<file path="src/rtl/vmem_pkg.sv">
// Shared definitions for the video-memory scan-out requester and the
// FIFO level logic: FSM state encoding and the default burst/length sizes.
package vmem_pkg;

    localparam int VMEM_BURST = 4;
    localparam int VMEM_LEN_W = 9;

    typedef enum logic [1:0] {
        ST_IDLE     = 2'd0,
        ST_ISSUE    = 2'd1,
        ST_WAIT_ACK = 2'd2,
        ST_LINE_END = 2'd3
    } vmem_state_e;

endpackage

</file>
<file path="src/rtl/vmem_credit_cnt.sv">
// Outstanding-word counter for the scan-out FIFO. Words are added when a
// burst is accepted by the SDRAM controller and removed as each read word
// lands in the FIFO; a new burst is allowed only when the FIFO has room for
// everything already in flight plus one more burst.
module vmem_credit_cnt
    import vmem_pkg::*;
#(
    parameter int FREE_W = 9,
    parameter int BURST  = VMEM_BURST
) (
    input  logic              clk,
    input  logic              reset_n,
    input  logic              ack,
    input  logic              rd_valid,
    input  logic [FREE_W-1:0] fifo_free,
    output logic              credit_ok,
    output logic              overrun_err
);

    localparam int CNT_W = FREE_W + 1;

    logic [CNT_W-1:0] outstanding_r;
    logic [CNT_W-1:0] outstanding_nxt_s;
    logic [CNT_W-1:0] need_s;

    // Credit compare: free space must cover in-flight words plus a new burst.
    always_comb begin
        need_s    = outstanding_r + CNT_W'(BURST);
        credit_ok = ({1'b0, fifo_free} >= need_s);
    end

    // Next outstanding count from this cycle's ack and FIFO write.
    always_comb begin
        outstanding_nxt_s = outstanding_r;
        case ({ack, rd_valid})
            2'b11:   outstanding_nxt_s = outstanding_r + CNT_W'(BURST - 1);
            2'b10:   outstanding_nxt_s = outstanding_r + CNT_W'(BURST);
            2'b01: begin
                if (outstanding_r == CNT_W'(0)) begin
                    outstanding_nxt_s = CNT_W'(0);
                end else begin
                    outstanding_nxt_s = outstanding_r - CNT_W'(1);
                end
            end
            default: outstanding_nxt_s = outstanding_r;
        endcase
    end

    // Outstanding register and sticky overrun flag (word arrived unrequested).
    always_ff @(posedge clk or negedge reset_n) begin
        if (!reset_n) begin
            outstanding_r <= CNT_W'(0);
            overrun_err   <= 1'b0;
        end else begin
            outstanding_r <= outstanding_nxt_s;
            if (rd_valid && (outstanding_r == CNT_W'(0))) begin
                overrun_err <= 1'b1;
            end else begin
                overrun_err <= overrun_err;
            end
        end
    end

endmodule

</file>
<file path="src/rtl/vmem_scanout_req.sv">
// SDRAM burst read requester feeding the pixel scan-out FIFO. Fetches one
// frame per frame_start from a double-buffered base, walking lines with a
// fixed stride via running pointers, optionally fetching each line twice,
// and pacing requests with FIFO credit.
module vmem_scanout_req
    import vmem_pkg::*;
#(
    parameter int ADDR_W     = 25,
    parameter int LEN_W      = VMEM_LEN_W,
    parameter int BURST      = VMEM_BURST,
    parameter int LINE_WORDS = 320,
    parameter int LINES      = 480,
    parameter int STRIDE     = 512,
    parameter int FREE_W     = 9
) (
    input  logic              clk,
    input  logic              reset_n,
    input  logic              enable,
    input  logic              mem_ready,
    input  logic              frame_start,
    input  logic [ADDR_W-1:0] cfg_base0,
    input  logic [ADDR_W-1:0] cfg_base1,
    input  logic              flip_req,
    input  logic              scan_double,
    input  logic [FREE_W-1:0] fifo_free,
    input  logic              rd_valid,
    input  logic              read_req_ack,
    output logic              read_request,
    output logic [ADDR_W-1:0] read_addr,
    output logic [LEN_W-1:0]  read_len,
    output logic              active_buf,
    output logic              frame_busy,
    output logic              overrun_err
);

    localparam int BPL    = LINE_WORDS / BURST;
    localparam int BIDX_W = $clog2(BPL + 1);
    localparam int LIDX_W = $clog2(LINES + 1);

    localparam logic [ADDR_W-1:0] BURST_A    = ADDR_W'(BURST);
    localparam logic [ADDR_W-1:0] STRIDE_A   = ADDR_W'(STRIDE);
    localparam logic [BIDX_W-1:0] BIDX_LAST  = BIDX_W'(BPL - 1);
    localparam logic [LIDX_W-1:0] LIDX_LAST  = LIDX_W'(LINES - 1);

    vmem_state_e       state_r;
    logic [ADDR_W-1:0] line_ptr_r;
    logic [ADDR_W-1:0] burst_ptr_r;
    logic [BIDX_W-1:0] burst_idx_r;
    logic [LIDX_W-1:0] line_idx_r;
    logic              pass_r;
    logic              dbl_r;
    logic              flip_pend_r;
    logic              restart_r;
    logic              read_request_r;
    logic [ADDR_W-1:0] read_addr_r;
    logic              active_buf_r;
    logic              frame_busy_r;

    logic              run_s;
    logic              start_s;
    logic              ack_s;
    logic              new_buf_s;
    logic [ADDR_W-1:0] new_base_s;
    logic              line_done_s;
    logic              last_line_s;
    logic              credit_ok_s;

    // Frame-start qualification, buffer selection and line/frame end decode.
    always_comb begin
        run_s       = enable & mem_ready;
        start_s     = frame_start & run_s;
        ack_s       = read_req_ack & read_request_r;
        new_buf_s   = active_buf_r ^ (flip_pend_r | flip_req);
        new_base_s  = new_buf_s ? cfg_base1 : cfg_base0;
        line_done_s = (burst_idx_r == BIDX_LAST);
        last_line_s = (line_idx_r == LIDX_LAST) && (!dbl_r || pass_r);
    end

    vmem_credit_cnt #(
        .FREE_W (FREE_W),
        .BURST  (BURST)
    ) u_credit (
        .clk         (clk),
        .reset_n     (reset_n),
        .ack         (ack_s),
        .rd_valid    (rd_valid),
        .fifo_free   (fifo_free),
        .credit_ok   (credit_ok_s),
        .overrun_err (overrun_err)
    );

    // Request FSM with frame latch, running address pointers and handshake.
    always_ff @(posedge clk or negedge reset_n) begin
        if (!reset_n) begin
            state_r        <= ST_IDLE;
            line_ptr_r     <= '0;
            burst_ptr_r    <= '0;
            burst_idx_r    <= '0;
            line_idx_r     <= '0;
            pass_r         <= 1'b0;
            dbl_r          <= 1'b0;
            flip_pend_r    <= 1'b0;
            restart_r      <= 1'b0;
            read_request_r <= 1'b0;
            read_addr_r    <= '0;
            active_buf_r   <= 1'b0;
            frame_busy_r   <= 1'b0;
        end else begin
            // A new frame reloads the walk immediately; an in-flight request
            // keeps its own address register until it is acked.
            if (start_s) begin
                active_buf_r <= new_buf_s;
                flip_pend_r  <= 1'b0;
                line_ptr_r   <= new_base_s;
                burst_ptr_r  <= new_base_s;
                burst_idx_r  <= '0;
                line_idx_r   <= '0;
                pass_r       <= 1'b0;
                dbl_r        <= scan_double;
                frame_busy_r <= 1'b1;
            end else if (flip_req) begin
                flip_pend_r <= 1'b1;
            end

            case (state_r)
                ST_IDLE: begin
                    if (start_s) begin
                        state_r <= ST_ISSUE;
                    end
                end
                ST_ISSUE: begin
                    if (start_s) begin
                        state_r <= ST_ISSUE;
                    end else if (!run_s) begin
                        state_r      <= ST_IDLE;
                        frame_busy_r <= 1'b0;
                    end else if (credit_ok_s) begin
                        read_request_r <= 1'b1;
                        read_addr_r    <= burst_ptr_r;
                        state_r        <= ST_WAIT_ACK;
                    end
                end
                ST_WAIT_ACK: begin
                    if (ack_s) begin
                        read_request_r <= 1'b0;
                        restart_r      <= 1'b0;
                        if (start_s || restart_r) begin
                            state_r <= ST_ISSUE;
                        end else if (!run_s) begin
                            state_r      <= ST_IDLE;
                            frame_busy_r <= 1'b0;
                        end else if (line_done_s) begin
                            state_r <= ST_LINE_END;
                            if (last_line_s) begin
                                frame_busy_r <= 1'b0;
                            end
                        end else begin
                            state_r     <= ST_ISSUE;
                            burst_ptr_r <= burst_ptr_r + BURST_A;
                            burst_idx_r <= burst_idx_r + BIDX_W'(1);
                        end
                    end else if (start_s) begin
                        restart_r <= 1'b1;
                    end
                end
                ST_LINE_END: begin
                    if (start_s) begin
                        state_r <= ST_ISSUE;
                    end else if (last_line_s || !run_s) begin
                        state_r      <= ST_IDLE;
                        frame_busy_r <= 1'b0;
                    end else begin
                        state_r     <= ST_ISSUE;
                        burst_idx_r <= '0;
                        if (dbl_r && !pass_r) begin
                            pass_r      <= 1'b1;
                            burst_ptr_r <= line_ptr_r;
                        end else begin
                            pass_r      <= 1'b0;
                            line_ptr_r  <= line_ptr_r + STRIDE_A;
                            burst_ptr_r <= line_ptr_r + STRIDE_A;
                            line_idx_r  <= line_idx_r + LIDX_W'(1);
                        end
                    end
                end
                default: begin
                    state_r <= ST_IDLE;
                end
            endcase
        end
    end

    assign read_request = read_request_r;
    assign read_addr    = read_addr_r;
    assign read_len     = LEN_W'(BURST);
    assign active_buf   = active_buf_r;
    assign frame_busy   = frame_busy_r;

endmodule

</file>
<file path="config.mk">
export PLATFORM = sky130hd
export DESIGN_NAME = vmem_scanout_req
export DESIGN_NICKNAME = d
export VERILOG_FILES = /design/src/rtl/vmem_pkg.sv /design/src/rtl/vmem_credit_cnt.sv /design/src/rtl/vmem_scanout_req.sv
export SDC_FILE = /design/constraint.sdc
export NUM_CORES = 1
export LEC_CHECK = 0
export ABC_AREA = 0
export BUFFER_PORTS_ARGS = -buffer_cell sky130_fd_sc_hd__buf_2
export CORE_AREA = 2 2 149 122
export CTS_BUF_LIST = sky130_fd_sc_hd__clkbuf_8 sky130_fd_sc_hd__clkbuf_16
export CTS_CLUSTER_SIZE = 14
export DETAILED_ROUTE_END_ITERATION = 12
export DIE_AREA = 0 0 151 124
export PLACE_DENSITY = 0.73
export SLEW_MARGIN = 20
export SYNTH_ARGS = -nofsm -noshare
export SYNTH_HDL_FRONTEND = slang
export SYNTH_SLANG_ARGS = --single-unit
</file>
<file path="constraint.sdc">
create_clock -name clk -period 8.15 [get_ports clk]
set_input_delay 1.63 -clock clk [delete_from_list [all_inputs] [get_ports clk]]
set_output_delay 1.63 -clock clk [all_outputs]
set_load 0.02 [all_outputs]
</file>
==> metrics.md <==
| Metric | Value |
|---|---|
| Peak VDD IR | 150.5 uV |
| Final Skew | 6.810 ps |
| Worst path cell trace | buf_2 -> nand4bb_1 -> a211oi_4 -> nor2_1 -> a21o_1 -> a2111o_1 |
| I/O Buffers | 96 |
| Post-layout min period | 3589 ps |
| #FFs+latches synth | 111 |
| Post-CTS Setup Repair Bufs | 0 |
| Layout Nets | a little over 1000 |
| Largest stage delay, worst path | 770 ps |
| R2r setup slk | about 5000 ps |
| Crit Path Class | in -> reg |
| Placed cells | 1135 |
| Synth Instances | approximately 870 |
| Worst path arrival time | between 3000 and 4000 ps |
| Core Box Area | approximately 17000 um^2 |
| Post-synthesis sequential area ratio | 36.47% |
| CP max stage cell | a211oi_4 |
| Placer Congestion | about 0.96 |
| Clock sink count | 111 |
| Post-synth EDFFs | 0 |
| Synth Flop Type | dfrtp_1 |
| Area Overhead vs Synth | 11.32% |
| MaxCap Viol Count | 0 |
| Vias/cell | a little over 6 |
| Max-slew headroom | 25.90% |
| HPWL Detailed | 15.36 mm |
| P per Cell Area | 299.3 nW/um^2 |
| Clock latency on the worst-skew pair | about 360 ps |
| PnR worst setup slack | ~4600 ps |
| Worst slack at placement | 4202 ps |
| Library cells used by synthesis | 86 |
| CTS Buffer Depth | 2 |
| Cts bufs inserted | 9 |
| Cts hold-fix bufs | 0 |
| R2r worst-path depth | 9 |
| Startpoint Class | input port |
| Cell Count, Final, Fillers Out | roughly 1200 |
| CP required | roughly 8400 ps |
| Worst R2R Start | u_credit.outstanding_r[4]$_DFFE_PN0N_ |
| Hold Slack | 458.3 ps |
| Horiz. Die Dim | 151 um |
| Initial Utilization | 44.52% |
| FP Rows | 43 |
| Number of remaining DRC errors | 0 |
| Worst Setup End Kind | flip-flop |
| Starting DRT DRC Count | 854 |
| Initial DRT Pass Iterations | 6 |
| Share of layout cells above drive strength 1 | between 10% and 20% |
| Worst Setup SP | frame_start |
| Leakage Power | 3.655 nW |
| Vias in the first global route | 6160 |
| DR vias | 6984 |
| Final Cycle Share | 44.03% |
| Max Fanout on Critical Path | 17 |
| Hold Path Sink | u_credit.overrun_err$_DFFE_PN0P_ |
| Hold depth | 1 |
| Status | finished, final reports clean |
| H-Tree Depth | 3 |
| Reg clk slew, reported paths | 70 ps |
| Hold Fails Final Rpt | 0 |
| RR Endpoint | read_addr[0]$_DFFE_PN0P_ |
| Setup violations, final | 0 |
| Final Max Slew Viols | 0 |
| Die Area | 18720 um^2 |
| Residual overflow from global routing | 0 |
| Die height | 124 um |
| Pin count of the biggest net entering global routing | 74 |
| Post-synthesis async set-or-reset flop share | 100.0% |
| Synthesized area | 7616 um^2 |
| WL/cell | 18.32 um |
| Clock Tree Root | clkbuf_16 |
| Hold wc startpoint | u_credit.overrun_err$_DFFE_PN0P_ |
| Fill cells | ~1600 |
| Post-Syn Area per Cell | a little under 9 um^2 |
| Drt total wl | 21.10 mm |
| Top Ports | between 100 and 150 |
| Initial antenna violation count | 3 |
| Global-route wire length before repair | roughly 33 mm |
| Delay-heaviest family, CP | compound AO/OA/AOI/OAI gates |
| DRT antenna net count | 0 |
| Synth warn | 0 |
| Type of the most critical hold path | reg -> reg |
| GR Util All Layers | 22.98% |
| Worst Tran Pin Value | 1100 ps |
| Unrepaired setup endpoints after global routing | false |
| Max frequency | between 200 and 300 MHz |
| Resized cells post-CTS | 0 |
| CP bufs+invs | 1 |
| Sum Neg Setup Slack | 0 ps |
| TritonCTS clock tree | done |
==> state kept, by name, indices dropped and copies added, names as in the netlist <==
register,count
burst_ptr_r,25
line_ptr_r,25
read_addr,25
u_credit.outstanding_r,10
line_idx_r,9
burst_idx_r,7
state_r,2
active_buf,1
dbl_r,1
flip_pend_r,1
frame_busy,1
pass_r,1
read_request,1
restart_r,1
u_credit.overrun_err,1
==> power breakdown <==
| group | leakage [nW] | switching [W] | internal, W |
|---|---|---|---|
| clock | 0.170 | 0.000210 | 0.000311 |
| combinational | 2.12 | 0.000574 | 0.000441 |
| sequential | 1.37 | 0.000272 | 0.000730 |
==> cell families after synthesis <==
logic type	after synthesis	share of synthesized area, %
simple gates	340	21.77
compound gates	230	21.64
flops	111	36.47
buf+inv	81	5.273
xor+xnor	44	5.060
mux	37	6.243
fa+ha+maj	21	3.450
other cells	2	0.09861
==> cell type report <==
class | count | area (um^2) | share of cell area, %
inverter | 15 | 56.30 | 0.6641
timing repair buffer | 103 | 535.5 | 6.316
multi-input combinational | 681 | 4471 | 52.73
clock buffer | 10 | 239.0 | 2.819
clock inverter | 6 | 115.1 | 1.358
antenna | 1 | 2.502 | 0.02952
tap | 225 | 281.5 | 3.321
sequential | 111 | 2778 | 32.76
==> cell usage after synthesis (19+ instances only) <==
library cell,n,share of area [%]
nand2_1,120,5.9
dfrtp_1,111,36
nor2_1,74,3.6
nand3_1,54,3.5
o21ai_0,48,3.2
a21oi_1,35,2.3
xor2_1,25,2.9
ha_1,21,3.4
clkbuf_1,20,0.99
buf_2,19,1.2
mux2_4,19,3.7
nor3_1,19,1.2
xnor2_1,19,2.2
==> worst reg2reg max path, delay by kind of cell, from the launching register on <==
family | cells | cell delay (ps)
multiplexers | 1 | 400
XOR/XNOR | 1 | 210
flip-flops | 1 | 630
AND/OR/NAND/NOR | 3 | 640
AO/OA/AOI/OAI | 2 | 490
buffers and inverters | 1 | 400
adder cells (fa/ha/maj) | 1 | 300
==> through the flow <==
| stage | utilization [%] | total power (W) | area (um^2) |
|---|---|---|---|
| floorplan | - | 0.001717 | 7642 |
| global placement | 47.47 | 0.001990 | 8122 |
| detailed placement | 47.47 | 0.002010 | 8122 |
| CTS | 49.54 | 0.002535 | 8476 |
| global route | 49.54 | 0.002708 | 8476 |
| finish | 49.55 | 0.002538 | 8478 |
==> worst max path at each step <==
stage / end / depth (start not counted)
2_1_floorplan: read_addr[10]$_DFFE_PN0P_ / 10
3_3_place_gp: burst_ptr_r[15]$_DFF_PN0_ / 6
3_5_place_dp: burst_ptr_r[15]$_DFF_PN0_ / 6
4_1_cts: burst_ptr_r[15]$_DFF_PN0_ / 6
5_1_grt: u_credit.outstanding_r[5]$_DFFE_PN0N_ / 9
6_report: burst_ptr_r[15]$_DFF_PN0_ / 6
==> cells in the final DEF (no fill, tap or decap), types with 5 or more instances in the layout <==
cell / netlist / final
inv_1: 15 / 15
a31oi_1: 11 / 11
o21ai_0: 48 / 48
nand4_1: 14 / 14
o221ai_1: 7 / 7
mux2i_1: 10 / 10
mux2_2: 8 / 8
clkbuf_16: 0 / 9
o21a_1: 9 / 9
a311oi_1: 5 / 5
buf_4: 9 / 8
ha_1: 21 / 21
xor2_1: 25 / 25
a41oi_1: 5 / 5
a21oi_1: 35 / 35
nor3_1: 19 / 19
mux2_4: 19 / 19
and3_1: 14 / 14
nand3_1: 54 / 54
nor2_1: 74 / 73
a221oi_1: 5 / 5
and2_1: 7 / 7
o21ai_1: 5 / 5
o22ai_1: 9 / 9
xnor2_1: 19 / 19
dfrtp_1: 111 / 111
a211oi_1: 5 / 5
a22oi_1: 5 / 5
a21boi_0: 6 / 6
a21o_1: 8 / 8
o211ai_1: 14 / 14
buf_2: 19 / 95
nand2_1: 120 / 120
conb_1: 2 / 9
o41ai_1: 5 / 5
==> routing by layer <==
layer | global-route usage [%] | wire [um]
met5 | 0 | 21
met4 | 5.666 | 420
met3 | 5.788 | 2167
met2 | 33.38 | 8831
met1 | 34.17 | 9661
Note: power is estimated with default switching activity, not from simulation.
